## src/rtl/fetch_unit.sv

```systemverilog
// Instruction-fetch front end: fetch PC, busywait read handshake and a {PC, instruction} FIFO feeding ID.
// Optional performance counters are built when the FETCH_PERF_CNT_EN macro is defined.
module fetch_unit #(
    parameter int              XLEN              = 32,
    parameter int              FETCH_QUEUE_DEPTH = 4,
    parameter logic [XLEN-1:0] RESET_VECTOR      = 32'h0000_0000
) (
    input  logic            CLK,
    input  logic            RESET,
    output logic            INSTR_MEM_READ,
    output logic [XLEN-1:0] INSTR_MEM_ADDR,
    input  logic [XLEN-1:0] INSTR_MEM_READ_DATA,
    input  logic            INSTR_MEM_BUSYWAIT,
    input  logic            REDIRECT,
    input  logic [XLEN-1:0] REDIRECT_TARGET,
    input  logic            ID_HOLD,
    output logic            ID_VALID,
    output logic [XLEN-1:0] ID_PC,
    output logic [XLEN-1:0] ID_INSTRUCTION
`ifdef FETCH_PERF_CNT_EN
    ,
    output logic [31:0]     PERF_FETCHED,
    output logic [31:0]     PERF_DISCARDED,
    output logic [31:0]     PERF_STARVED
`endif
);

    localparam int PTR_W = $clog2(FETCH_QUEUE_DEPTH);
    localparam int CNT_W = PTR_W + 1;
    localparam logic [CNT_W-1:0] DEPTH_CNT = CNT_W'(FETCH_QUEUE_DEPTH);

    typedef enum logic {
        ST_FETCH,
        ST_DISCARD
    } state_t;

    typedef struct packed {
        logic [XLEN-1:0] pc;
        logic [XLEN-1:0] instr;
    } entry_t;

    state_t          state, state_next;
    logic [XLEN-1:0] fetch_pc, fetch_pc_next;
    logic [XLEN-1:0] discard_addr, discard_addr_next;
    logic [XLEN-1:0] last_pc, last_instr;

    entry_t          queue_mem [FETCH_QUEUE_DEPTH];
    logic [PTR_W-1:0] rd_ptr, wr_ptr;
    logic [CNT_W-1:0] count;

    logic            mem_read;
    logic            complete;
    logic            push;
    logic            pop;
    logic            id_valid;
    logic [XLEN-1:0] target_aligned;
    logic            target_unused;

    assign target_aligned = {REDIRECT_TARGET[XLEN-1:2], 2'b00};
    assign target_unused  = ^REDIRECT_TARGET[1:0];

    // A request is only started when the FIFO has room, so the slot is reserved for its data.
    assign id_valid = (count != '0);
    assign mem_read = !RESET && ((state == ST_DISCARD) || (count < DEPTH_CNT));
    assign complete = mem_read && !INSTR_MEM_BUSYWAIT;
    assign push     = (state == ST_FETCH) && complete && !REDIRECT;
    assign pop      = id_valid && !ID_HOLD && !REDIRECT;

    assign INSTR_MEM_READ = mem_read;
    // The address is held at the abandoned request until memory finishes it.
    assign INSTR_MEM_ADDR = (state == ST_DISCARD) ? discard_addr : fetch_pc;

    assign ID_VALID       = id_valid;
    assign ID_PC          = id_valid ? queue_mem[rd_ptr].pc    : last_pc;
    assign ID_INSTRUCTION = id_valid ? queue_mem[rd_ptr].instr : last_instr;

    // NOTE: every variable gets a default before the case so no latch is inferred.
    always_comb begin
        state_next        = state;
        fetch_pc_next     = fetch_pc;
        discard_addr_next = discard_addr;
        case (state)
            ST_FETCH: begin
                if (REDIRECT && mem_read && INSTR_MEM_BUSYWAIT) begin
                    state_next        = ST_DISCARD;
                    discard_addr_next = fetch_pc;
                end
            end
            ST_DISCARD: begin
                if (complete) begin
                    state_next = ST_FETCH;
                end
            end
            default: state_next = ST_FETCH;
        endcase
        if (REDIRECT) begin
            fetch_pc_next = target_aligned;
        end else if (push) begin
            fetch_pc_next = fetch_pc + XLEN'(4);
        end
    end

    // NOTE: state registers use non-blocking assignments so all flops update from pre-edge values.
    always_ff @(posedge CLK or posedge RESET) begin
        if (RESET) begin
            state        <= ST_FETCH;
            fetch_pc     <= RESET_VECTOR;
            discard_addr <= RESET_VECTOR;
        end else begin
            state        <= state_next;
            fetch_pc     <= fetch_pc_next;
            discard_addr <= discard_addr_next;
        end
    end

    always_ff @(posedge CLK or posedge RESET) begin
        if (RESET) begin
            rd_ptr     <= '0;
            wr_ptr     <= '0;
            count      <= '0;
            last_pc    <= '0;
            last_instr <= '0;
        end else if (REDIRECT) begin
            rd_ptr <= '0;
            wr_ptr <= '0;
            count  <= '0;
        end else begin
            if (push) begin
                wr_ptr <= wr_ptr + PTR_W'(1);
            end
            if (pop) begin
                rd_ptr     <= rd_ptr + PTR_W'(1);
                last_pc    <= queue_mem[rd_ptr].pc;
                last_instr <= queue_mem[rd_ptr].instr;
            end
            case ({push, pop})
                2'b10:   count <= count + CNT_W'(1);
                2'b01:   count <= count - CNT_W'(1);
                default: count <= count;
            endcase
        end
    end

    // NOTE: the storage array has no reset; entries are only read when count marks them valid.
    always_ff @(posedge CLK) begin
        if (push) begin
            queue_mem[wr_ptr] <= '{pc: fetch_pc, instr: INSTR_MEM_READ_DATA};
        end
    end

`ifdef FETCH_PERF_CNT_EN
    function automatic logic [31:0] sat_add(input logic [31:0] a, input logic [31:0] b);
        logic [32:0] sum;
        sum = {1'b0, a} + {1'b0, b};
        return sum[32] ? 32'hFFFF_FFFF : sum[31:0];
    endfunction

    logic [31:0] discard_inc;

    always_comb begin
        discard_inc = '0;
        if ((state == ST_DISCARD) && complete) begin
            discard_inc = 32'd1;
        end
        if (REDIRECT) begin
            discard_inc = discard_inc + 32'(count);
        end
    end

    always_ff @(posedge CLK or posedge RESET) begin
        if (RESET) begin
            PERF_FETCHED   <= '0;
            PERF_DISCARDED <= '0;
            PERF_STARVED   <= '0;
        end else begin
            if (push) begin
                PERF_FETCHED <= sat_add(PERF_FETCHED, 32'd1);
            end
            PERF_DISCARDED <= sat_add(PERF_DISCARDED, discard_inc);
            if (!id_valid) begin
                PERF_STARVED <= sat_add(PERF_STARVED, 32'd1);
            end
        end
    end
`endif

endmodule

```

## config.mk

```make
export PLATFORM = sky130hd
export DESIGN_NAME = fetch_unit
export DESIGN_NICKNAME = d
export VERILOG_FILES = /design/src/rtl/fetch_unit.sv
export SDC_FILE = /design/constraint.sdc
export NUM_CORES = 1
export LEC_CHECK = 0
export ABC_CLOCK_PERIOD_IN_PS = 5200
export CAP_MARGIN = 15
export CORE_MARGIN = 1.5
export CORE_UTILIZATION = 30
export DETAILED_ROUTE_END_ITERATION = 7
export GPL_ROUTABILITY_DRIVEN = 0
export GPL_TIMING_DRIVEN = 0
export PLACE_DENSITY_LB_ADDON = 0.08
export SYNTH_ARGS = -nofsm -noshare
export SYNTH_HDL_FRONTEND = slang
export SYNTH_SLANG_ARGS = --single-unit
```

## constraint.sdc

```tcl
create_clock -name CLK -period 5.2 [get_ports CLK]
set_input_delay 1.56 -clock CLK [delete_from_list [all_inputs] [get_ports CLK]]
set_output_delay 1.56 -clock CLK [all_outputs]
set_load 0.05 [all_outputs]
```

==> flow_summary.yaml <==
floorplanning:
  core-area_um2: 51600
  die_height_um: 232
  io_pins: 167
  initial_utilization_pct: 30.5
  die-area_um2: 53900
  die_x_um: 232
  rows: 83
worst_setup_path:
  critPathRequiredTime_ps: 3640
  critical_path_class: "flop to output port"
  cp_common_cell: "nand2_1"
  r2r_cells: 5
  arrival_ps: 3370
  startpoint_type: "flop"
  cp-end-kind: "output port"
  timing.rr.start: "count[2]"
  regToRegSetupSlack_ps: 1960
  worstPathMaxFanout: 10
  crit_slowest_cell: "clkdlybuf4s50_1"
  slowest_delay_ps: 820
  cp_cell_sequence: "nor3_1 -> clkbuf_2 -> clkbuf_1 -> nand2_1 -> nand2_1 -> clkdlybuf4s50_1"
  rr_endpoint: "queue_mem[1][10]"
timing:
  fmax_ghz: 0.203
  worst_pin_slew_ps: 880
  rsz0062_at_grt: "no"
  post-route-min-period_ps: 4930
  fin_hold_ws_ps: 472
  maxSlewHeadroom_pct: 40.8
  slew_viol_final: 0
  finalSetupViolCount: 0
  period_share_pct: 94.8
  hold_viol_final: 0
  clock_skew_ps: 16.3
power:
  p_leak_nw: 7.34
  p_per_area_nw_per_um2: 596
  total_power_mw: 11.8
  peakVddDrop_v: 0.000291
routing:
  wl_per_cell_um: 20.1
  firstDrtPassIters: 5
  via_per_inst: 4.74
  drt_iter0_drc: 601
  ant_nets: 0
  route.detailed.drc: 0
  num_vias: 9925
  drt_wl_total_um: 42100
yosys:
  async_flop_share_pct: 34.4
  syn-cell-area_um2: 15800
  avgSynthCellArea_um2: 13.5
  ys_warn_count: 0
  synth-edff-count: 248
  syn_inst: 1166
  ys_types: 45
  synth-seq-cells: 378
  yosysSeqAreaShare_pct: 67.9
  synth_flop_cell: "edfxtp_1"
flow_run:
  cap_violations: 0
min_path:
  whs_path_depth: 2
  worstHoldEndpoint: "last_instr[13]"
  holdCritStartpoint: "last_instr[13]"
  hold_class: "flop to flop"
layout:
  num_antenna_cells: 0
  fill_cells: 5009
  drive_above_1_share_pct: 14.9
  final_util_pct: 38.4
  area_growth_pct: 25.8
  layout_common_cells: "404 x nand2_1, 248 x edfxtp_1, 159 x clkdlybuf4s50_1, 129 x dfrtp_1, 62 x mux4_2"
  final_common_cell: "nand2_1"
  fin_nets: 1456
clocking:
  clk_pin_slew_worst_paths_ps: 50
  cts_buffers: 43
  cts_num_sinks: 378
  clock_path_buffers: 3
  cts_tree: "built"
  cts-htree-levels: 2
  clock_latency_ps: 560
  cts-root-buf: "clkbuf_16"
placed_design:
  place_hpwl_um: 27900
  portBuffers: 159
global_routing:
  track_usage_pct: 16.0
  grt_max_degree: 67
  antenna_found_initial: 0
  grt_pass1_wl_um: 64700
  grt-ovfl-total: 0
  grt_pass1_vias: 10400
outcome:
  status: "finished clean"
-- per-layer routing --
layer | track usage, % | vias up | share of wire (%) | wire, um
met5 | 0 | - | 0 | 0
met4 | 4.30 | 0 | 2.1 | 882
met3 | 2.60 | 71 | 3.8 | 1610
met2 | 26.8 | 231 | 49 | 20500
met1 | 21.4 | 4977 | 45 | 19100
li1 | - | 4646 | - | -
-- Yosys cell counts (5+ instances only) --
cell type,number,area (um^2)
nand2_1,404,1520
edfxtp_1,248,7450
dfrtp_1,130,3250
mux4_2,62,1400
mux2_2,53,597
clkbuf_1,50,188
nor2_1,27,101
o21ai_0,21,105
a31oi_1,18,113
nand3_1,18,90.1
inv_1,14,52.6
buf_1,12,45.0
or4_1,12,90.1
nand4_1,10,62.6
o31ai_1,9,67.6
and3_1,8,50.1
xnor2_1,7,61.3
nor4_1,6,37.5
ha_1,5,62.6
nor3_1,5,25.0
-- timing repair --
| action | CTS | global route |
|---|---|---|
| buffers inserted | 0 | 0 |
| gates resized for setup | 10 | 12 |
| hold buffers | 0 | 0 |
| endpoints found under the setup margin | 58 | 32 |
| endpoints found under the hold margin | 0 | 0 |
-- worst max-delay path: cells and delay by family (launching register included) --
family        cells  cell delay (ps)
buf+inv           3             1700
simple gates      3              610
flops             1              500
-- sequential cells by signal, indices dropped and copies added (netlist names) --
register / cells
fetch_pc: 30
state: 1
last_pc: 30
count: 3
wr_ptr: 2
queue_mem: 248
rd_ptr: 2
discard_addr: 30
last_instr: 32
-- worst max path at each step --
| stage | from | endpoint | slack [ps] |
|---|---|---|---|
| final | count[2] | ID_INSTRUCTION[0] | 270 |
| after detailed placement | REDIRECT | count[1] | 160 |
| after global routing | rd_ptr[1] | ID_PC[11] | 2 |
| after CTS | rd_ptr[0] | ID_INSTRUCTION[11] | -110 |
| after floorplan | RESET | count[0] | 170 |
| after global placement | RESET | last_instr[9] | -2720 |
-- cell type report --
class                   instances  area [um^2]  area share [%]
plain buffers                  67          313            1.58
multi-input cells             708         4760            24.0
flip-flops and latches        378        10700            54.0
inverters                      15         61.3           0.309
clock buffers                  60         1190            6.02
clock inverters                18          185           0.934
repair buffers                168         1750            8.83
well taps                     680          851            4.29
-- power by group --
| part | switching [mW] | internal [mW] |
|---|---|---|
| clock network | 1.21 | 1.79 |
| registers | 0.262 | 3.62 |
| logic | 3.30 | 1.62 |
| total | 4.77 | 7.03 |
-- per-stage QoR --
step                       TNS, ps  area, um^2  cells  setup slack, ps
after global routing             0       19800   2094             1.58
final                            0       19800   2094              272
after global placement    -1010650       18200   2008            -2720
after CTS                    -1560       19800   2092             -114
after detailed placement         0       18400   2015              164
after floorplan                  0       15800   1169              171
-- logic make-up (layout without fill, tap and decap cells) --
| family | after synthesis | count (layout) | synth area share (%) |
|---|---|---|---|
| flops | 378 | 378 | 67.9 |
| fa+ha+maj | 6 | 6 | 0.524 |
| compound gates | 65 | 65 | 2.64 |
| xor+xnor | 11 | 11 | 0.699 |
| other cells | 1 | 4 | 0.0238 |
| buf+inv | 83 | 328 | 2.13 |
| mux | 116 | 116 | 12.7 |
| simple gates | 506 | 506 | 13.4 |
No activity file was read; power rests on OpenSTA's default activity.
